**src/rtl/uart_icb_seq.sv**
```systemverilog
// -----------------------------------------------------------------------------
// uart_icb_seq
//
// ICB master that drives the gjy_uart_top register slave on behalf of a byte
// stream. On start it writes a configuration word to CTRL, then accepts bytes
// on a valid/ready stream, writes each to DATA_TX and polls CSR until the
// byte has gone out. With receive support compiled in, CSR polling also
// drains DATA_RX into a one-cycle output pulse stream.
//
// Build option:
//   UART_SEQ_RX_EN  - when defined, the RX drain path is built and the
//                     sequencer polls CSR continuously while no byte is
//                     waiting to be sent. When undefined, rx_valid/rx_data
//                     are tied to 0 and WAIT_TX simply waits for tx_valid.
//
// Ports:
//   clk, rst_n        clock, asynchronous active-low reset
//   start             one-cycle pulse, starts configuration from IDLE and
//                     clears err
//   cfg_ctrl[31:0]    word written to CTRL_ADDR, sampled on start
//   tx_valid/tx_ready/tx_data[7:0]
//                     byte input stream; tx_ready is high only in WAIT_TX
//   rx_valid/rx_data[7:0]
//                     received byte, one-cycle pulse, no backpressure
//   busy              high in every state except IDLE
//   err               sticky CSR poll timeout flag
//   o_icb_cmd_*       ICB command channel (registered, held until accepted)
//   o_icb_rsp_*       ICB response channel
// -----------------------------------------------------------------------------
module uart_icb_seq #(
    parameter logic [31:0] CTRL_ADDR   = 32'h0000_0004,
    parameter logic [31:0] CSR_ADDR    = 32'h0000_0000,
    parameter logic [31:0] TX_ADDR     = 32'h0000_0008,
    parameter logic [31:0] RX_ADDR     = 32'h0000_000C,
    parameter int          TX_DONE_BIT = 1,
    parameter int          RX_DONE_BIT = 0,
    parameter int          POLL_GAP    = 64,
    parameter int          POLL_MAX    = 1024
) (
    input  logic        clk,
    input  logic        rst_n,
    input  logic        start,
    input  logic [31:0] cfg_ctrl,
    input  logic        tx_valid,
    output logic        tx_ready,
    input  logic [7:0]  tx_data,
    output logic        rx_valid,
    output logic [7:0]  rx_data,
    output logic        busy,
    output logic        err,
    output logic        o_icb_cmd_valid,
    input  logic        o_icb_cmd_ready,
    output logic [31:0] o_icb_cmd_addr,
    output logic        o_icb_cmd_read,
    output logic [31:0] o_icb_cmd_wdata,
    input  logic        o_icb_rsp_valid,
    output logic        o_icb_rsp_ready,
    input  logic [31:0] o_icb_rsp_rdata
);

    typedef enum logic [3:0] {
        S_IDLE,
        S_CFG_CMD,
        S_CFG_RSP,
        S_WAIT_TX,
        S_TX_CMD,
        S_TX_RSP,
        S_GAP,
        S_POLL_CMD,
        S_POLL_RSP
`ifdef UART_SEQ_RX_EN
        ,
        S_RX_CMD,
        S_RX_RSP
`endif
    } state_t;

    localparam logic [15:0] GAP_LAST   = 16'(POLL_GAP - 1);
    localparam logic [15:0] POLL_LIMIT = 16'(POLL_MAX);

    state_t      state;
    state_t      state_nxt;
    logic [15:0] gap_cnt;
    logic [15:0] poll_cnt;
    logic [15:0] poll_cnt_inc;
    logic        poll_timeout;
    logic        cmd_fire;
    logic        rsp_fire;
    logic        rsp_tx_done;
    logic        unused_rdata;

    assign cmd_fire     = o_icb_cmd_valid && o_icb_cmd_ready;
    assign rsp_fire     = o_icb_rsp_valid && o_icb_rsp_ready;
    assign rsp_tx_done  = o_icb_rsp_rdata[TX_DONE_BIT];
    // Only a few read-data bits are meaningful to the sequencer.
    assign unused_rdata = ^o_icb_rsp_rdata;

    // Saturating increment; the timeout compare uses the post-increment value
    // so that the POLL_MAX-th unsuccessful poll is the one that gives up.
    assign poll_cnt_inc = (poll_cnt == 16'hFFFF) ? poll_cnt : poll_cnt + 16'd1;
    assign poll_timeout = (poll_cnt_inc >= POLL_LIMIT);

`ifdef UART_SEQ_RX_EN
    logic rsp_rx_avail;
    // Set while a byte written to DATA_TX has not yet reported TX_DONE; polls
    // made while idle only look for received data and never time out.
    logic tx_busy;
    // TX_DONE observed on the poll that also found RX data; decides where the
    // RX drain returns to.
    logic tx_done_pend;

    assign rsp_rx_avail = o_icb_rsp_rdata[RX_DONE_BIT];
`else
    logic unused_rx_cfg;
    assign unused_rx_cfg = (^RX_ADDR) ^ (RX_DONE_BIT != 0);
    assign rx_valid      = 1'b0;
    assign rx_data       = 8'h00;
`endif

    // -------------------------------------------------------------------------
    // Next-state logic
    // -------------------------------------------------------------------------
    always_comb begin
        // NOTE: every path must assign state_nxt; the default here keeps
        // always_comb from inferring a latch for the hold case.
        state_nxt = state;
        case (state)
            S_IDLE:     if (start) state_nxt = S_CFG_CMD;
            S_CFG_CMD:  if (cmd_fire) state_nxt = S_CFG_RSP;
            S_CFG_RSP:  if (rsp_fire) state_nxt = S_WAIT_TX;
            S_WAIT_TX: begin
                if (tx_valid) begin
                    state_nxt = S_TX_CMD;
                end
`ifdef UART_SEQ_RX_EN
                else begin
                    state_nxt = S_GAP;
                end
`endif
            end
            S_TX_CMD:   if (cmd_fire) state_nxt = S_TX_RSP;
            S_TX_RSP:   if (rsp_fire) state_nxt = S_GAP;
            S_GAP:      if (gap_cnt == GAP_LAST) state_nxt = S_POLL_CMD;
            S_POLL_CMD: if (cmd_fire) state_nxt = S_POLL_RSP;
            S_POLL_RSP: begin
                if (rsp_fire) begin
`ifdef UART_SEQ_RX_EN
                    if (rsp_rx_avail) begin
                        state_nxt = S_RX_CMD;
                    end else if (rsp_tx_done || !tx_busy) begin
                        state_nxt = S_WAIT_TX;
                    end else
`else
                    if (rsp_tx_done) begin
                        state_nxt = S_WAIT_TX;
                    end else
`endif
                    if (poll_timeout) begin
                        state_nxt = S_WAIT_TX;
                    end else begin
                        state_nxt = S_GAP;
                    end
                end
            end
`ifdef UART_SEQ_RX_EN
            S_RX_CMD:   if (cmd_fire) state_nxt = S_RX_RSP;
            S_RX_RSP: begin
                if (rsp_fire) state_nxt = tx_done_pend ? S_WAIT_TX : S_GAP;
            end
`endif
            default:    state_nxt = S_IDLE;
        endcase
    end

    assign tx_ready        = (state == S_WAIT_TX);
    assign busy            = (state != S_IDLE);
    assign o_icb_rsp_ready = (state == S_CFG_RSP) || (state == S_TX_RSP) ||
`ifdef UART_SEQ_RX_EN
                             (state == S_RX_RSP) ||
`endif
                             (state == S_POLL_RSP);

    // -------------------------------------------------------------------------
    // State register and ICB command channel. The command is loaded on entry
    // to a *_CMD state, so address/data are stable from the first cycle
    // cmd_valid is seen and stay put until the handshake.
    // -------------------------------------------------------------------------
    always_ff @(posedge clk or negedge rst_n) begin
        if (!rst_n) begin
            state           <= S_IDLE;
            o_icb_cmd_valid <= 1'b0;
            o_icb_cmd_addr  <= 32'h0;
            o_icb_cmd_read  <= 1'b0;
            o_icb_cmd_wdata <= 32'h0;
        end else begin
            // NOTE: non-blocking assignments throughout sequential logic, so
            // every register here sees the pre-edge values of the others.
            state <= state_nxt;
            if (cmd_fire) begin
                o_icb_cmd_valid <= 1'b0;
            end
            if (state_nxt != state) begin
                case (state_nxt)
                    S_CFG_CMD: begin
                        o_icb_cmd_valid <= 1'b1;
                        o_icb_cmd_addr  <= CTRL_ADDR;
                        o_icb_cmd_read  <= 1'b0;
                        o_icb_cmd_wdata <= cfg_ctrl;
                    end
                    S_TX_CMD: begin
                        o_icb_cmd_valid <= 1'b1;
                        o_icb_cmd_addr  <= TX_ADDR;
                        o_icb_cmd_read  <= 1'b0;
                        o_icb_cmd_wdata <= {24'h0, tx_data};
                    end
                    S_POLL_CMD: begin
                        o_icb_cmd_valid <= 1'b1;
                        o_icb_cmd_addr  <= CSR_ADDR;
                        o_icb_cmd_read  <= 1'b1;
                        o_icb_cmd_wdata <= 32'h0;
                    end
`ifdef UART_SEQ_RX_EN
                    S_RX_CMD: begin
                        o_icb_cmd_valid <= 1'b1;
                        o_icb_cmd_addr  <= RX_ADDR;
                        o_icb_cmd_read  <= 1'b1;
                        o_icb_cmd_wdata <= 32'h0;
                    end
`endif
                    default: ;
                endcase
            end
        end
    end

    // -------------------------------------------------------------------------
    // Gap timer, poll counter and error flag
    // -------------------------------------------------------------------------
    always_ff @(posedge clk or negedge rst_n) begin
        if (!rst_n) begin
            gap_cnt  <= 16'h0;
            poll_cnt <= 16'h0;
            err      <= 1'b0;
        end else begin
            if (state == S_GAP && gap_cnt != GAP_LAST) begin
                gap_cnt <= gap_cnt + 16'd1;
            end else begin
                gap_cnt <= 16'h0;
            end

            if (state == S_TX_RSP && rsp_fire) begin
                poll_cnt <= 16'h0;
            end else if (state == S_POLL_RSP && rsp_fire &&
                         state_nxt == S_GAP) begin
                poll_cnt <= poll_cnt_inc;
            end

            // start clears err in any state (the FSM itself only reacts to
            // start in IDLE); a timeout in the same cycle wins so it is
            // never lost.
            if (state == S_POLL_RSP && rsp_fire && state_nxt == S_WAIT_TX &&
                !rsp_tx_done
`ifdef UART_SEQ_RX_EN
                && tx_busy
`endif
               ) begin
                err <= 1'b1;
            end else if (start) begin
                err <= 1'b0;
            end
        end
    end

`ifdef UART_SEQ_RX_EN
    // -------------------------------------------------------------------------
    // RX drain output and TX bookkeeping
    // -------------------------------------------------------------------------
    always_ff @(posedge clk or negedge rst_n) begin
        if (!rst_n) begin
            rx_valid     <= 1'b0;
            rx_data      <= 8'h00;
            tx_busy      <= 1'b0;
            tx_done_pend <= 1'b0;
        end else begin
            rx_valid <= (state == S_RX_RSP) && rsp_fire;
            if (state == S_RX_RSP && rsp_fire) begin
                rx_data <= o_icb_rsp_rdata[7:0];
            end

            if (state == S_WAIT_TX && tx_valid) begin
                tx_busy <= 1'b1;
            end else if (state_nxt == S_WAIT_TX) begin
                tx_busy <= 1'b0;
            end

            // With no byte in flight, a drain returns straight to WAIT_TX.
            if (state == S_POLL_RSP && rsp_fire && rsp_rx_avail) begin
                tx_done_pend <= rsp_tx_done || !tx_busy;
            end
        end
    end
`endif

endmodule

```
**config.mk**
```make
export PLATFORM = sky130hd
export DESIGN_NAME = uart_icb_seq
export DESIGN_NICKNAME = d
export VERILOG_FILES = /design/src/rtl/uart_icb_seq.sv
export SDC_FILE = /design/constraint.sdc
export NUM_CORES = 1
export LEC_CHECK = 0
export CAP_MARGIN = 40
export CELL_PAD_IN_SITES_DETAIL_PLACEMENT = 1
export CELL_PAD_IN_SITES_GLOBAL_PLACEMENT = 1
export CORE_MARGIN = 8
export CORE_UTILIZATION = 32
export DETAILED_ROUTE_END_ITERATION = 8
export PLACE_DENSITY = 0.85
export REMOVE_ABC_BUFFERS = 1
export SLEW_MARGIN = 25
export SYNTH_ARGS = -nofsm -noshare
export SYNTH_HDL_FRONTEND = slang
export SYNTH_SLANG_ARGS = --single-unit
```
**constraint.sdc**
```tcl
create_clock -name clk -period 3.03 [get_ports clk]
set_input_delay 0.303 -clock clk [delete_from_list [all_inputs] [get_ports clk]]
set_output_delay 0.303 -clock clk [all_outputs]
set_load 0.005 [all_outputs]
```
## Word level (Yosys, flattened, before mapping)

Index checks and enable logic that the tools add are counted.

| operators by class | value |
|---|---|
| mux-type cells | 24 |
| reductions and logical operators | 21 |
| eq/ne operators | 17 |
| $add $sub $neg | 2 |
| order comparisons | 1 |

Operators with widths:

| cell | count |
|---|---|
| 32-bit case mux with 3 select lines | 2 |
| 16-bit 2-to-1 mux | 4 |
| 4-bit 2-to-1 mux | 9 |
| 4-bit case mux with 9 select lines | 1 |
| 16-bit by 1-bit adder with 16-bit output, second input constant | 2 |
| 4-bit by 3-bit == test with 1-bit output, second input constant | 7 |
| 16-bit == test, second input constant | 1 |
| 16-bit by 6-bit == test with 1-bit output, second input constant | 1 |
| 16-bit by 11-bit greater-or-equal comparator with 1-bit output, second input constant | 1 |
| 16-bit by 6-bit != test with 1-bit output, second input constant | 1 |
| 4-bit by 2-bit == test with 1-bit output, second input constant | 3 |
| 4-bit by 1-bit == test with 1-bit output, second input constant | 2 |
| 1-bit logical AND | 8 |
| 3-bit 2-to-1 mux | 2 |
| 2-bit nonzero test | 3 |
| 1-bit 2-to-1 mux | 5 |
| 4-bit == test, second input constant | 1 |
| 4-bit logical NOT | 1 |
| 4-bit != test | 1 |
| 2-bit AND reduction | 2 |
| 4-bit nonzero test | 1 |
| 3-bit nonzero test | 1 |
| 3-bit OR reduction | 1 |
| 1-bit logical OR | 2 |
| other kinds (3) | 3 |

| word-level totals | value |
|---|---|
| word-level logic and storage cells | 73 |
| bits of input ports | 78 |
| register bits after elaboration | 103 |

## Logic depth before layout (Yosys ltp)

Gate-level depths: netlist of the first run.

| logic depth | value |
|---|---|
| depth in word-level cells | 11 |
| depth in mapped cells | 11 |
| depth with buffers taken out | 9 |

## Worst setup path after synthesis of the first run

No wires, ideal clock.

| timing path | value |
|---|---|
| kind | reg-to-reg |
| start point | register state[3] |
| end point | register o_icb_cmd_wdata[1] |
| path slack | 647 ps |
| buffers on the path | 2 |
| library setup time | 131 ps |
| stages on the path, launching flop included | 9 |
| required time | 2899 ps |
| arrival | 2252 ps |
| cell sequence | dfrtp_1 > buf_1 > or4_4 > a2111oi_4 > a31oi_2 > a21o_1 > buf_6 > a31oi_1 > o21ai_1 |

| between the ends | value |
|---|---|
| word-level cells in the longest chain between the ends | 9 |

Ends and longest elaborated chain:

| item | RTL line | RTL |
|---|---|---|
| start: declaration | 81 | `state_t state;` |
| start signal: assignment | 198 | `state <= state_nxt;` |
| 4-bit by 2-bit == test with 1-bit output or 4-bit by 3-bit == test with 1-bit output (tied branches) | 127, 177 |  |
| 1-bit logical OR (2 in series) | 177 | `assign o_icb_rsp_ready = (state == S_CFG_RSP) \|\| (state == S_TX_RSP) \|\|` |
| 1-bit logical AND | 93 | `assign rsp_fire = o_icb_rsp_valid && o_icb_rsp_ready;` |
| 4-bit 2-to-1 mux, on equally long branches | 146, 130, 142 |  |
| 4-bit case mux with 9 select lines | 127 | `case (state)` |
| 4-bit by 3-bit == test with 1-bit output or 4-bit by 1-bit == test with 1-bit output (tied branches) | 203 | `case (state_nxt)` |
| 3-bit nonzero test (no line) | - |  |
| 2-bit AND reduction (no line) | - |  |
| end signal: assignment | 208 | `o_icb_cmd_wdata <= cfg_ctrl;` |
| end signal: assignment | 214 | `o_icb_cmd_wdata <= {24'h0, tx_data};` |
| end: declaration | 55 | `output logic [31:0] o_icb_cmd_wdata,` |

Parallel ways exist; a longest one is shown, timed or not.
A chain may end at the register's enable or synchronous reset.

## Worst setup path after layout of the first run

| timing path | value |
|---|---|
| start point | register gap_cnt[12] |
| end point | register o_icb_cmd_wdata[7] |

| between the ends | value |
|---|---|
| word-level cells in the longest chain between the ends | 6 |

Ends and longest elaborated chain:

| item | RTL line | RTL |
|---|---|---|
| start: declaration | 83 | `logic [15:0] gap_cnt;` |
| start signal: assignment | 246 | `gap_cnt <= gap_cnt + 16'd1;` |
| 16-bit by 6-bit == test with 1-bit output * | 143 | `S_GAP: if (gap_cnt == GAP_LAST) state_nxt = S_POLL_CMD;` |
| 4-bit 2-to-1 mux * | 143 |  |
| 4-bit case mux with 9 select lines * | 127 |  |
| 4-bit by 3-bit == test with 1-bit output or 4-bit by 1-bit == test with 1-bit output (tied branches) | 203 |  |
| 3-bit nonzero test (no line) | - |  |
| 2-bit AND reduction (no line) | - |  |

Every way passes the cells marked *; elsewhere a longest branch is shown, timed or not.

==> summary.log, run 1 <==
INFO  yosys          synth_fa_ha_area_share=0.6209%
INFO  cts            cts_sinks=73
INFO  placed_design  place_hpwl=9.201mm
INFO  grt            first_pass_grt_wire_length=20.08mm
INFO  yosys          synth_area_leaders=sky130_fd_sc_hd__dfrtp_1 45%, sky130_fd_sc_hd__buf_4 7.5%, sky130_fd_sc_hd__nand2_1 6.7%, sky130_fd_sc_hd__o21ai_0 3.8%, sky130_fd_sc_hd__nor2_1 2.6%
INFO  layout         design.final.nets=618
INFO  placed_design  gpl.final_weighted_congestion=0.8522
INFO  sta            minimum_period_implied_by_the_final_worst_setup_slack=2.747ns
INFO  yosys          yosysTopAreaCell=sky130_fd_sc_hd__dfrtp_1
INFO  detailed_routing wl_per_instance=17.26um
INFO  yosys          synth-main-ff-cell=sky130_fd_sc_hd__dfrtp_1
INFO  yosys          synth.top_cells.by_count=73 x sky130_fd_sc_hd__dfrtp_1, 72 x sky130_fd_sc_hd__nand2_1, 40 x sky130_fd_sc_hd__buf_4
INFO  detailed_routing drtIter0Drc=128
INFO  critical_path  startpoint_of_the_worst_register_to_register_path=gap_cnt[12]
INFO  pwr            design_power_total=3924uW
INFO  yosys          synth.yosys.warnings=0
INFO  yosys          synth.most_common_cell=sky130_fd_sc_hd__dfrtp_1
INFO  yosys          synth_simple_gate_area_share=22.88%
INFO  pwr            power.density=739.2nW/um^2
INFO  cts            tritoncts=done
INFO  critical_path  required_time_of_the_critical_path=3.29ns
INFO  yosys          yosys.area_share.xor_xnor=4.129%
INFO  sta            timing.final.hold_violations=0
INFO  yosys          largest_family_of_logic_cells_by_synthesized_area=simple AND/OR/NAND/NOR gates
INFO  sta            timing_max_transition_violations_final=0
INFO  yosys          synthesis.instances=448
INFO  cts            post_cts_buffers=0
INFO  yosys          synth_compound_area_share=15.03%
INFO  yosys          async_flop_share=100.0%
INFO  cts            h_tree_depth=3
INFO  critical_path  cp-end-kind=flop
INFO  detailed_routing detail_route_antenna_nets=0
INFO  critical_path  critical_path_start_type=flop
INFO  sta            setup-violations-final=0
INFO  grt            grt_max_degree=41
INFO  cts            tritoncts.num_buffers=9
INFO  critical_path  startpoint=gap_cnt[12]
INFO  floorplan      die_w=128.2um
INFO  yosys          post_synth.cell_area_avg=8.996squm
INFO  yosys          yosys-mux-area-fraction=0.7762%
INFO  detailed_routing drc=0
INFO  status         outcome=complete, no violations
INFO  critical_path  worst_r2r_path_depth=8
INFO  grt            first_global_vias=3935
INFO  critical_path  type_of_the_worst_setup_path=reg -> reg
INFO  flow_run       cap_viol_max_count=0
INFO  layout         drive_gt1_share=6.642%
INFO  grt            track_usage=15.39%
INFO  floorplan      num_io_pins=157
INFO  yosys          synthDominantCellAreaShare=45.33%
INFO  sta            fin_crit_sh=90.65%
INFO  critical_path  r2r-end=o_icb_cmd_wdata[7]
INFO  cts            max-clock-path-buffers=2
INFO  floorplan      rows=41
INFO  placed_design  port-buffer-count=86
INFO  cts            clk_latency=0.34ns
INFO  cts            ctsRootBufferMaster=sky130_fd_sc_hd__clkbuf_16
INFO  yosys          ys_ff_latch=73
INFO  critical_path  crit_path_max_fanout=40
INFO  layout         fin_cells=714
INFO  detailed_routing num_vias=3579
INFO  floorplan      chip_height=128.2um
INFO  yosys          yosys.cell_types.count=50
INFO  cts            cts.clk_slew.worst_paths=0.06ns
INFO  floorplan      core_area=12470squm
INFO  grt            antenna_found_initial=0
INFO  pwr            max_rail_drop_vdd=0.0003378V
INFO  placed_design  dp.cells=698
INFO  sta            grt_setup_unrepaired=false
INFO  layout         num_antenna_cells=0
INFO  critical_path  critPathCapture=o_icb_cmd_wdata[7]
INFO  floorplan      die_area=16440squm
INFO  yosys          synth_edf_count=0
INFO  detailed_routing routed_via_density=5.013
INFO  layout         syn2layout_area_growth=31.73%
INFO  yosys          synth.cell_area=4030squm
INFO  critical_path  worstPathArrival=3.01ns
INFO  pwr            power.leakage=0.002251uW
INFO  detailed_routing finalWirelength=12.33mm
INFO  sta            finClkSkew=0.008133ns
INFO  critical_path  reg2reg_slack=0.28ns
INFO  sta            fmax=0.3641GHz
INFO  grt            grt.overflow.total=0
INFO  yosys          seq_area_frac_synth=45.33%
INFO  floorplan      initial_core_util=32.33%
INFO  detailed_routing detail_route.first_pass.iterations=4
INFO  min_path       hp-class=in -> async
## flip-flops by register name, summed over array words and instances, names as in the netlist
signal	cells
o_icb_cmd_wdata	32
gap_cnt	16
poll_cnt	16
state	4
o_icb_cmd_addr	2
err	1
o_icb_cmd_read	1
o_icb_cmd_valid	1
## worst max-delay path: stages (launching register included)
cell and delay, ns:
sky130_fd_sc_hd__dfrtp_1 0.42, sky130_fd_sc_hd__or4_1 0.54, sky130_fd_sc_hd__nor3_1 0.30, sky130_fd_sc_hd__nand4_1 0.29
sky130_fd_sc_hd__a22oi_2 0.41, sky130_fd_sc_hd__a21o_1 0.23, sky130_fd_sc_hd__buf_12 0.22, sky130_fd_sc_hd__nand2_1 0.09
sky130_fd_sc_hd__o22ai_1 0.15
## metal layers
layer | track usage, % | share of wire, % | up-vias
met5 | 0 | 0 | -
met4 | 5.804 | 1.6 | 0
met3 | 6.572 | 8.0 | 16
met2 | 26.06 | 50 | 89
met1 | 16.70 | 40 | 1815
li1 | - | - | 1659
## timing repair
item,CTS,global route
endpoints found under the hold margin,33,0
gates resized for setup,0,1
hold buffers,1,0
endpoints found under the setup margin,0,1
## placed cells by master (no fill, tap or decap), types with 7 or more instances in the layout
cell type,n
sky130_fd_sc_hd__clkdlybuf4s50_1,85
sky130_fd_sc_hd__conb_1,39
sky130_fd_sc_hd__nand3_1,15
sky130_fd_sc_hd__nand2_1,72
sky130_fd_sc_hd__clkbuf_16,9
sky130_fd_sc_hd__o22ai_1,8
sky130_fd_sc_hd__o31ai_1,7
sky130_fd_sc_hd__xnor2_1,10
sky130_fd_sc_hd__or4_1,7
sky130_fd_sc_hd__dfrtp_1,73
sky130_fd_sc_hd__nor2_1,28
sky130_fd_sc_hd__and2_1,9
sky130_fd_sc_hd__and3_1,14
sky130_fd_sc_hd__nand4_1,9
sky130_fd_sc_hd__xor2_1,9
sky130_fd_sc_hd__inv_1,12
sky130_fd_sc_hd__a21oi_1,12
sky130_fd_sc_hd__buf_4,12
sky130_fd_sc_hd__o21ai_0,31
## cells by family (layout without fill, tap and decap cells)
logic type / after synthesis / after routing
xor gates and xnor gates: 19 / 19
DFF: 73 / 73
other: 1 / 39
buffers and inverters: 73 / 129
AOI/OAI and AO/OA: 89 / 89
adders and majority gates: 2 / 2
and+or+nand+nor: 188 / 188
muxes: 3 / 3
## how the worst min path moves through the flow
stage / end / slack, ns / depth (start not counted)
finish: poll_cnt[8] / 0.48 / 2
global route: o_icb_cmd_wdata[26] / 0.51 / 2
CTS: o_icb_cmd_wdata[8] / 0.48 / 2
detailed placement: poll_cnt[3] / 0.29 / 1
global placement: o_icb_cmd_wdata[23] / 0.46 / 2
floorplan: err / 0.007 / 0
## power by group
group,leakage (uW),internal [uW],switching [uW]
Clock,0.000140,658,405
Combinational,0.00114,731,784
Sequential,0.000973,1190,156
## per-stage QoR
stage / setup WS, ns / TNS [ns] / util [%] / hold WS, ns / cell area (sq um)
after floorplan: -0.03046 / -0.4825 / - / 0.007409 / 3769
after global placement: 0.2602 / 0 / 39.99 / 0.4603 / 4985
after detailed placement: 0.2224 / 0 / 40.15 / 0.2949 / 5005
after CTS: 0.2073 / 0 / 42.55 / 0.4831 / 5304
after global routing: 0.1313 / 0 / 42.59 / 0.5114 / 5309
final: 0.2833 / 0 / 42.59 / 0.4789 / 5309
## final cells by class
class	count	area, sq um
Fill cell	1425	7157
Multi-Input combinational cell	340	1902
Sequential cell	73	1827
Timing Repair Buffer	102	1031
Clock buffer	13	250.2
Tap cell	172	215.2
Inverter	12	45.04
Clock inverter	2	38.79
(Power assumes the default switching activity.)
==> run 2: changes to the inputs <==
Settings changed: CORE_UTILIZATION 32 to 40, CTS_CLUSTER_SIZE from default to 14, DONT_BUFFER_PORTS from default to 1, HOLD_SLACK_MARGIN from default to 0.05, PLACE_DENSITY 0.85 to 0.74.
==> run 2 against run 1 <==
  * Clock power is 28% lower
  * Die area is 18% lower
  * Non-clock buffer count is 75 lower
  * Cell area is 17% lower
  * Largest power group is now registers
  * Routed wire length is 12% lower
  * Setup slack worse by 0.035 ns
  * First-iteration DRC count is 1.6% higher
  * Via count is 11% lower
==> summary.log, run 2 (synthesis results as in run 1) <==
INFO  status         outcome=complete, no violations [unchanged]
INFO  grt            antenna_found_initial=0 [unchanged]
INFO  pwr            max_rail_drop_vdd=0.0005770V [was 0.0003378 V]
INFO  placed_design  port-buffer-count=0 [was 86]
INFO  critical_path  standard_cell_with_the_maximum_stage_delay_on_the_critical_path=sky130_fd_sc_hd__dfrtp_1 [was sky130_fd_sc_hd__or4_1]
INFO  cts            tritoncts.num_buffers=9 [unchanged]
INFO  cts            h_tree_depth=3 [unchanged]
INFO  floorplan      num_io_pins=157 [unchanged]
INFO  layout         largest_reg_flops=32 [unchanged]
INFO  sta            fin_crit_sh=91.80% [was 90.65%]
INFO  floorplan      chip_height=116.4um [was 128.2 um]
INFO  sta            whs=0.07402ns [was 0.4789 ns]
INFO  placed_design  place_area=4068squm [was 5005 sq um]
INFO  floorplan      core_area=9774squm [was 12470 sq um]
INFO  floorplan      initial_core_util=41.23% [was 32.33%]
INFO  detailed_routing drtIter0Drc=130 [was 128]
INFO  sta            grt_setup_unrepaired=false [unchanged]
INFO  layout         largest-register=o_icb_cmd_wdata [unchanged]
INFO  sta            fmax=0.3595GHz [was 0.3641 GHz]
INFO  cts            cts_sinks=73 [unchanged]
INFO  critical_path  cp-end-kind=flop [unchanged]
INFO  detailed_routing drc=0 [unchanged]
INFO  sta            timing_max_transition_violations_final=0 [unchanged]
INFO  placed_design  place_hpwl=7.882mm [was 9.201 mm]
INFO  detailed_routing detail_route.first_pass.iterations=4 [unchanged]
INFO  critical_path  required_time_of_the_critical_path=3.31ns [was 3.29 ns]
INFO  critical_path  path_buf_inv=1 [unchanged]
INFO  critical_path  worst_path_dominant_cell_family=compound AO/OA/AOI/OAI gates [was simple AND/OR/NAND/NOR gates]
INFO  critical_path  type_of_the_worst_setup_path=reg -> reg [unchanged]
INFO  cts            cts.clk_slew.worst_paths=0.08ns [was 0.06 ns]
INFO  placed_design  gpl.final_weighted_congestion=0.8345 [was 0.8522]
INFO  pwr            clock_power_share=24.1% [was 27.1%]
INFO  critical_path  worstPathArrival=3.06ns [was 3.01 ns]
INFO  critical_path  crit_path_max_fanout=14 [was 40]
INFO  pwr            power_frac_seq=44.6% [was 34.3%]
INFO  critical_path  list_of_cells_traversed_by_the_critical_path=nand2_2, or4_4, a2111oi_4, a31oi_2, a21oi_4, buf_4, nand2_1, o21ai_0 [was or4_1, nor3_1, nand4_1, a22oi_2, a21o_1, buf_12, nand2_1, o22ai_1]
INFO  critical_path  worst_r2r_path_depth=8 [unchanged]
INFO  detailed_routing wl_per_instance=17.98um [was 17.26 um]
INFO  sta            minimum_period_implied_by_the_final_worst_setup_slack=2.782ns [was 2.747 ns]
INFO  critical_path  reg2reg_slack=0.25ns [was 0.28 ns]
INFO  critical_path  critical_path_start_type=flop [unchanged]
INFO  floorplan      rows=36 [was 41]
INFO  detailed_routing detail_route_antenna_nets=0 [unchanged]
INFO  pwr            p_switching=1238uW [was 1345 uW]
INFO  grt            grt_max_degree=74 [was 41]
INFO  layout         finish.instance_area=4402squm [was 5309 sq um]
INFO  grt            first_pass_grt_wire_length=17.88mm [was 20.08 mm]
INFO  critical_path  critical_path_cell_count=8 [unchanged]
INFO  cts            clk_latency=0.36ns [was 0.34 ns]
INFO  pwr            comb_power_share=31.3% [was 38.6%]
INFO  floorplan      die_w=116.4um [was 128.2 um]
INFO  layout         multi_input_comb_area=1897squm [was 1902 sq um]
INFO  floorplan      die_area=13540squm [was 16440 sq um]
INFO  layout         num_antenna_cells=0 [unchanged]
INFO  min_path       hold_path.startpoint=cfg_ctrl[26]
INFO  detailed_routing routed_via_density=5.280 [was 5.013]
INFO  sta            finClkSkew=0.007264ns [was 0.008133 ns]
INFO  layout         syn2layout_area_growth=9.221% [was 31.73%]
INFO  sta            final_total_negative_setup_slack=0ns [unchanged]
INFO  grt            grt.overflow.total=0 [unchanged]
INFO  layout         regArea=1828squm [was 1827 sq um]
INFO  cts            max-clock-path-buffers=2 [unchanged]
INFO  critical_path  critPathMaxStageDelay=0.55ns [was 0.54 ns]
INFO  grt            first_global_vias=3509 [was 3935]
INFO  pwr            internal_power=1931uW [was 2579 uW]
INFO  sta            setup-violations-final=0 [unchanged]
INFO  critical_path  r2r-end=o_icb_cmd_wdata[10] [was o_icb_cmd_wdata[7]]
INFO  sta            timing.final.hold_violations=0 [unchanged]
INFO  min_path       whs_endpoint=o_icb_cmd_wdata[26]
INFO  layout         largest_registers=o_icb_cmd_wdata x32, gap_cnt x16, poll_cnt x16 [unchanged]
INFO  cts            ctsRootBufferMaster=sky130_fd_sc_hd__clkbuf_8 [was sky130_fd_sc_hd__clkbuf_16]
INFO  grt            track_usage=16.96% [was 15.39%]
INFO  flow_run       cap_viol_max_count=0 [unchanged]
INFO  layout         drive_gt1_share=8.333% [was 6.642%]
INFO  pwr            power.density=719.9nW/um^2 [was 739.2 nW/um^2]
INFO  layout         layout.cells.most_common_list=72 x sky130_fd_sc_hd__nand2_1, 72 x sky130_fd_sc_hd__dfrtp_1, 39 x sky130_fd_sc_hd__conb_1 [was 85 x sky130_fd_sc_hd__clkdlybuf4s50_1, 73 x sky130_fd_sc_hd__dfrtp_1, 72 x sky130_fd_sc_hd__nand2_1]
INFO  detailed_routing finalWirelength=10.81mm [was 12.33 mm]
INFO  pwr            switching_portion_of_total_power=39.05% [was 34.29%]
INFO  cts            post_cts_buffers=0 [unchanged]
INFO  min_path       hp-class=in -> reg [was in -> async]
INFO  layout         final.fill_count=1157 [was 1425]
INFO  pwr            power.leakage=0.001918uW [was 0.002251 uW]
INFO  critical_path  startpoint_of_the_worst_register_to_register_path=state[1] [was gap_cnt[12]]
INFO  detailed_routing num_vias=3173 [was 3579]
INFO  layout         design.final.nets=543 [was 618]
INFO  min_path       whs_path_depth=2
INFO  cts            tritoncts=done [unchanged]
-- run 2: cell types whose count changed in the layout (fill, tap and decap cells not counted), moves of 3 or more --
cell,change
sky130_fd_sc_hd__dlygate4sd3_1,+10
sky130_fd_sc_hd__clkdlybuf4s50_1,-85
sky130_fd_sc_hd__buf_12,-3
sky130_fd_sc_hd__clkbuf_16,-9
sky130_fd_sc_hd__clkbuf_8,+8
-- run 2: how the worst max path moves through the flow --
stage,from,endpoint,slack [ns]
finish,state[1],o_icb_cmd_wdata[10],0.25
global route,state[1],o_icb_cmd_wdata[28],0.09
CTS,state[0],o_icb_cmd_wdata[11],0.19
detailed placement,state[0],o_icb_cmd_wdata[11],0.19
global placement,poll_cnt[0],o_icb_cmd_wdata[31],0.19
floorplan,state[3],o_icb_cmd_wdata[0],-0.03
-- run 2: what timing repair did --
item	in CTS	in global routing
endpoints found under the hold margin	82	0
hold buffers	12	0
resized for setup	0	1
setup endpoints to repair	0	1
-- run 2: cell type report --
class / instances / share of cell area, %
clock buffer: 10 / 2.899
timing repair buffer: 27 / 6.140
tap: 133 / 3.781
clock inverter: 6 / 1.535
multi-input combinational: 340 / 43.09
inverter: 12 / 1.023
sequential: 73 / 41.53
-- run 2: per-stage QoR --
stage	setup slack [ns]	cells	util, %	power (uW)
CTS	0.1870	601	45.02	3207
global route	0.08749	601	45.03	3398
detailed placement	0.1868	573	41.62	2394
finish	0.2484	601	45.03	3169
floorplan	-0.03046	425	-	1973
global placement	0.1921	572	41.46	2302
-- run 2: power by group through the flow --
stage	Clock [uW]	Combinational (uW)	Sequential [uW]
after floorplan	0	603	1370
after global placement	0	866	1440
after detailed placement	0	958	1440
after CTS	793	992	1420
after global routing	827	1110	1460
final	765	990	1410
-- run 2: layer usage --
layer	vias up	GRT usage (%)	wire [um]
met5	-	0	0
met4	0	6.050	172
met3	14	8.480	1040
met2	96	27.00	5051
met1	1551	19.26	4541
li1	1512	-	-
